<file path="src/rtl/pipe_hazard_ctrl.sv">
// pipe_hazard_ctrl: hazard detection, stage load/clear control, forwarding selects and stall/flush counters
//   clock, reset                 : rising-edge clock, asynchronous active-high reset
//   id_*                         : instruction currently in ID (operands, destination, kind)
//   ex_branch_taken, mem_busy    : branch resolution in EX, data-memory wait
//   pc_load, *_load, *_clear     : combinational controls for PC and the four stage registers
//   fwd_a, fwd_b                 : registered EX operand selects (00 regfile, 01 MEM/WB, 10 EX/MEM)
//   stall_cycles, flush_count    : saturating performance counters
module pipe_hazard_ctrl #(
    parameter int RegAddrWidth = 5,
    parameter int CntWidth = 16
) (
    input  logic                    clock,
    input  logic                    reset,
    input  logic                    id_valid,
    input  logic [RegAddrWidth-1:0] id_rs1,
    input  logic [RegAddrWidth-1:0] id_rs2,
    input  logic                    id_use_rs1,
    input  logic                    id_use_rs2,
    input  logic [RegAddrWidth-1:0] id_rd,
    input  logic                    id_reg_write,
    input  logic                    id_mem_read,
    input  logic                    ex_branch_taken,
    input  logic                    mem_busy,
    output logic                    pc_load,
    output logic                    ifid_load,
    output logic                    ifid_clear,
    output logic                    idex_load,
    output logic                    idex_clear,
    output logic                    exmem_load,
    output logic                    exmem_clear,
    output logic                    memwb_load,
    output logic                    memwb_clear,
    output logic [1:0]              fwd_a,
    output logic [1:0]              fwd_b,
    output logic [CntWidth-1:0]     stall_cycles,
    output logic [CntWidth-1:0]     flush_count
);
    // Shadows of EX and MEM; WB is never forwarded from, so it needs no shadow.
    logic                    ex_v, ex_we, ex_mr, mem_v, mem_we;
    logic [RegAddrWidth-1:0] ex_rd, mem_rd;
    logic                    mem_stall, flush, load_use;
    logic [1:0]              fwd_a_next, fwd_b_next;

    assign mem_stall = mem_busy & mem_v;
    assign flush     = ex_branch_taken & ex_v;
    assign load_use  = ex_v & ex_mr & (ex_rd != '0) & id_valid &
                       ((id_use_rs1 & (id_rs1 == ex_rd)) | (id_use_rs2 & (id_rs2 == ex_rd)));

    // The younger producer (EX) wins over the older one (MEM).
    assign fwd_a_next = (id_use_rs1 && id_rs1 != '0 && ex_v && ex_we && ex_rd == id_rs1)    ? 2'b10 :
                        (id_use_rs1 && id_rs1 != '0 && mem_v && mem_we && mem_rd == id_rs1) ? 2'b01 : 2'b00;
    assign fwd_b_next = (id_use_rs2 && id_rs2 != '0 && ex_v && ex_we && ex_rd == id_rs2)    ? 2'b10 :
                        (id_use_rs2 && id_rs2 != '0 && mem_v && mem_we && mem_rd == id_rs2) ? 2'b01 : 2'b00;

    always_comb begin
        pc_load     = 1'b0;
        ifid_load   = 1'b0;
        ifid_clear  = 1'b0;
        idex_load   = 1'b0;
        idex_clear  = 1'b0;
        exmem_load  = 1'b0;
        exmem_clear = 1'b0;
        memwb_load  = 1'b0;
        memwb_clear = 1'b0;
        if (reset) begin
            ifid_clear  = 1'b1;
            idex_clear  = 1'b1;
            exmem_clear = 1'b1;
            memwb_clear = 1'b1;
        end else if (mem_stall) begin
            memwb_clear = 1'b1;
        end else if (flush) begin
            pc_load    = 1'b1;
            ifid_clear = 1'b1;
            idex_clear = 1'b1;
            exmem_load = 1'b1;
            memwb_load = 1'b1;
        end else if (load_use) begin
            idex_clear = 1'b1;
            exmem_load = 1'b1;
            memwb_load = 1'b1;
        end else begin
            pc_load    = 1'b1;
            ifid_load  = 1'b1;
            idex_load  = 1'b1;
            exmem_load = 1'b1;
            memwb_load = 1'b1;
        end
    end

    always_ff @(posedge clock or posedge reset) begin
        if (reset) begin
            ex_v         <= 1'b0;
            ex_rd        <= '0;
            ex_we        <= 1'b0;
            ex_mr        <= 1'b0;
            mem_v        <= 1'b0;
            mem_rd       <= '0;
            mem_we       <= 1'b0;
            fwd_a        <= 2'b00;
            fwd_b        <= 2'b00;
            stall_cycles <= '0;
            flush_count  <= '0;
        end else begin
            if (idex_clear) begin
                ex_v <= 1'b0;
            end else if (idex_load) begin
                ex_v  <= id_valid;
                ex_rd <= id_rd;
                ex_we <= id_reg_write;
                ex_mr <= id_mem_read;
            end
            if (exmem_clear) begin
                mem_v <= 1'b0;
            end else if (exmem_load) begin
                mem_v  <= ex_v;
                mem_rd <= ex_rd;
                mem_we <= ex_we;
            end
            // A held MEM/WB select loses its producer to the register file during a stall.
            if (idex_clear) begin
                fwd_a <= 2'b00;
                fwd_b <= 2'b00;
            end else if (idex_load) begin
                fwd_a <= fwd_a_next;
                fwd_b <= fwd_b_next;
            end else if (mem_stall) begin
                fwd_a <= (fwd_a == 2'b01) ? 2'b00 : fwd_a;
                fwd_b <= (fwd_b == 2'b01) ? 2'b00 : fwd_b;
            end
            if (!pc_load && stall_cycles != '1)
                stall_cycles <= stall_cycles + CntWidth'(1);
            // Only a flush that actually fires is counted, not one waiting behind a stall.
            if (flush && !mem_stall && flush_count != '1)
                flush_count <= flush_count + CntWidth'(1);
        end
    end
endmodule

</file>
<file path="config.mk">
export PLATFORM = sky130hd
export DESIGN_NAME = pipe_hazard_ctrl
export DESIGN_NICKNAME = d
export VERILOG_FILES = /design/src/rtl/pipe_hazard_ctrl.sv
export SDC_FILE = /design/constraint.sdc
export NUM_CORES = 1
export LEC_CHECK = 0
export CORE_ASPECT_RATIO = 1.5
export CORE_MARGIN = 3
export CORE_UTILIZATION = 44
export DETAILED_ROUTE_END_ITERATION = 12
export GPL_TIMING_DRIVEN = 1
export PLACE_DENSITY_LB_ADDON = 0.3
export SYNTH_ARGS = -nofsm -noshare
export SYNTH_HDL_FRONTEND = slang
export SYNTH_SLANG_ARGS = --single-unit
</file>
<file path="constraint.sdc">
create_clock -name clock -period 2.9 [get_ports clock]
set_clock_uncertainty 0.15 [all_clocks]
set_input_delay 0.435 -clock clock [delete_from_list [all_inputs] [get_ports clock]]
set_output_delay 0.435 -clock clock [all_outputs]
set_load 0.03 [all_outputs]
</file>
==> metrics.txt <==
Tightest Pin Transition=0.4500 ns; Mapped Area=2584 sq um; crit end category=primary output; part of the cycle the worst path needs=96.17%; Placeable Area=5574 sq um; initial antenna violation count=0; antenna viol nets, final=0; most common cell after layout, fill and taps aside=clkdlybuf4s50_1; Final nets=340; share of cells above drive strength 1=13.02%; Hold Vio Cnt, Final=0; Ant. Diodes=0; vias in the first global route=2,193; most frequent cells in the layout=clkdlybuf4s50_1 (61), dfrtp_1 (49), xor2_1 (28); I/O Pins=69; critical path required time=2.32 ns; # Max-Cap Violations=0; clock latency on the worst-skew pair=0.30 ns; site row count=33; dpl hpwl=4.686 mm; dominant cell type by area after synthesis=dfrtp_1; initial core utilization=46.35%; Seq/Total Area, Yosys=49.39%; crit path cell chain=or4_1, o2111ai_2, inv_1, a22oi_4, nand2_4, clkinv_8, buf_4; Max Fclk=0.3586 GHz; unrepaired setup endpoints after global routing=false; CTS tree=built; worst slack at placement=0.06069 ns; CTS Buf Count=5; Final Cell Area=3526 sq um; pwr dens=706.0 nW/um^2; Synth top area share=49.39%; class of the most critical setup path=reg2out; clk sink count=51; slowest cell on the critical path=or4_1; Syn Area/Cell=10.90 sq um; total negative slack=0 ns; cts hold-fix bufs=0; CP max stage delay=0.55 ns; Die Wd=68.57 um; placed inst area=3378 sq um; Slew Limit Fails=0; CTS Root Cell=clkbuf_8; Syn Inst Count=237; initial DRC count=74; Remaining DRCs=0; Total Wirelength=6.059 mm; Worst slew margin=69.73%; Crit path arrival time=2.20 ns; Seq cells post-synth=51; Die H=99.85 um; clock-pin slew on the worst setup and hold paths=0.09 ns; status=complete, no violations; Final WS setup=0.1110 ns; Max Root-Sink Buffers=2; drt wl/cell=15.74 um; DRT Pass-1 Iters=7; Synth warnings=0; maximum VDD drop=0.5329 mV; Die Area=6846 sq um; Worst Hold Class=reg2reg; syn_nets=263; port bufs=68; vias per cell=5.377; H-tree level count=2; CP Buf/Inv Count=3; first-pass GRT wire length=10.27 mm; gpl congestion=0.8766; Area contributors post-synth=dfrtp_1 (49%), xor2_1 (9.5%), xnor2_1 (7.1%), mux2_1 (3.9%), nand4_1 (3.6%); GRT Util Overall=19.40%; Pleak=1.461 nW; # fillers=501; vias after detailed routing=2,070; area delta synth->final=36.46%; critical path launch point type=register; delay-heaviest family, CP=simple AND/OR/NAND/NOR gates; unique cell type count in the Yosys netlist=34; setup violators final=0; pin count of the biggest net entering global routing=38; Congestion Overflow GR=0; critical path fanouts, max=10; Final Critical Period=2.789 ns
## cells by family after synthesis
family | Yosys count | synth area share, %
AO/OA/AOI/OAI | 14 | 5.326
AND/OR/NAND/NOR | 92 | 17.92
adder cells (fa/ha/maj) | 2 | 0.9684
XOR/XNOR | 49 | 16.61
buffers and inverters | 13 | 2.809
flip-flops | 51 | 49.39
multiplexers | 16 | 6.974
## area by class of cell
cell class	count	area (sq um)	share of cell area, %
Clock inverter	3	67.56	1.916
Multi-Input combinational cell	173	1257	35.66
Sequential cell	51	1279	36.27
Clock buffer	5	68.82	1.952
Timing Repair Buffer	75	715.7	20.30
Tap cell	70	87.58	2.484
Inverter	8	50.05	1.419
## cells in the mapped netlist (all sizes together)
| cell type | number |
|---|---|
| or4 | 3 |
| nand2 | 18 |
| xnor2 | 21 |
| inv | 7 |
| xor2 | 28 |
| nor2b | 1 |
| clkbuf | 1 |
| o31ai | 2 |
| nor2 | 17 |
| a22o | 1 |
| o21ai | 3 |
| a21oi | 2 |
| nor3 | 14 |
| nor3b | 1 |
| ha | 2 |
| mux2 | 16 |
| and2 | 2 |
| clkinv | 1 |
| a32o | 1 |
| nand3 | 12 |
| dfrtp | 51 |
| nand4 | 15 |
| a22oi | 3 |
| and3 | 2 |
| nor4 | 7 |
| buf | 4 |
| o2111ai | 1 |
| a41oi | 1 |
## registers in the layout, indices dropped and copies added, names as in the netlist
name          flops
ex_we             1
mem_v             1
ex_mr             1
stall_cycles     16
ex_v              1
ex_rd             5
mem_rd            5
mem_we            1
fwd_a             2
fwd_b             2
flush_count      16
## layer usage
metal | vias up | part of all wire (%) | global-route usage [%]
li1 | 992 | - | -
met1 | 999 | 40 | 22.85
met2 | 64 | 52 | 33.04
met3 | 15 | 5.5 | 4.255
met4 | 0 | 2.6 | 8.116
met5 | - | 0 | 0
## where the power goes
group	internal, mW	total (mW)	switching, mW
sequential	0.853	1.05	0.200
combinational	0.385	0.857	0.472
clock	0.344	0.579	0.236
total	1.58	2.49	0.907
## metrics by stage
step / cells / power [mW] / utilization [%] / hold WS [ns]
finish: 385 / 2.489 / 63.25 / 0.3560
floorplan: 237 / 1.551 / - / 0.3165
global placement: 376 / 1.909 / 60.61 / 0.3343
detailed placement: 376 / 1.925 / 60.61 / 0.3349
CTS: 384 / 2.509 / 63.05 / 0.3579
global route: 385 / 2.633 / 63.25 / 0.3847
## path summary, 6_finish.rpt
| path | cells past startpoint | slack, ns | endpoint | startpoint |
|---|---|---|---|---|
| max | 7 | 0.11 | ifid_load | ex_rd[0] |
| min | 1 | 0.36 | flush_count[15] | flush_count[15] |
| max reg2reg | 6 | 0.42 | stall_cycles[1] | ex_rd[0] |
| min reg2reg | 1 | 0.36 | flush_count[15] | flush_count[15] |
| max in group asynchronous | 4 | 1.44 | stall_cycles[14] | reset |
| min in group asynchronous | 3 | 0.45 | fwd_a[0] | reset |
## repair_timing
action	4_1_cts	5_1_grt
gates resized for setup	0	3
setup endpoints to repair	0	3
buffers inserted	0	1
No activity file was read; power rests on OpenSTA's default activity.
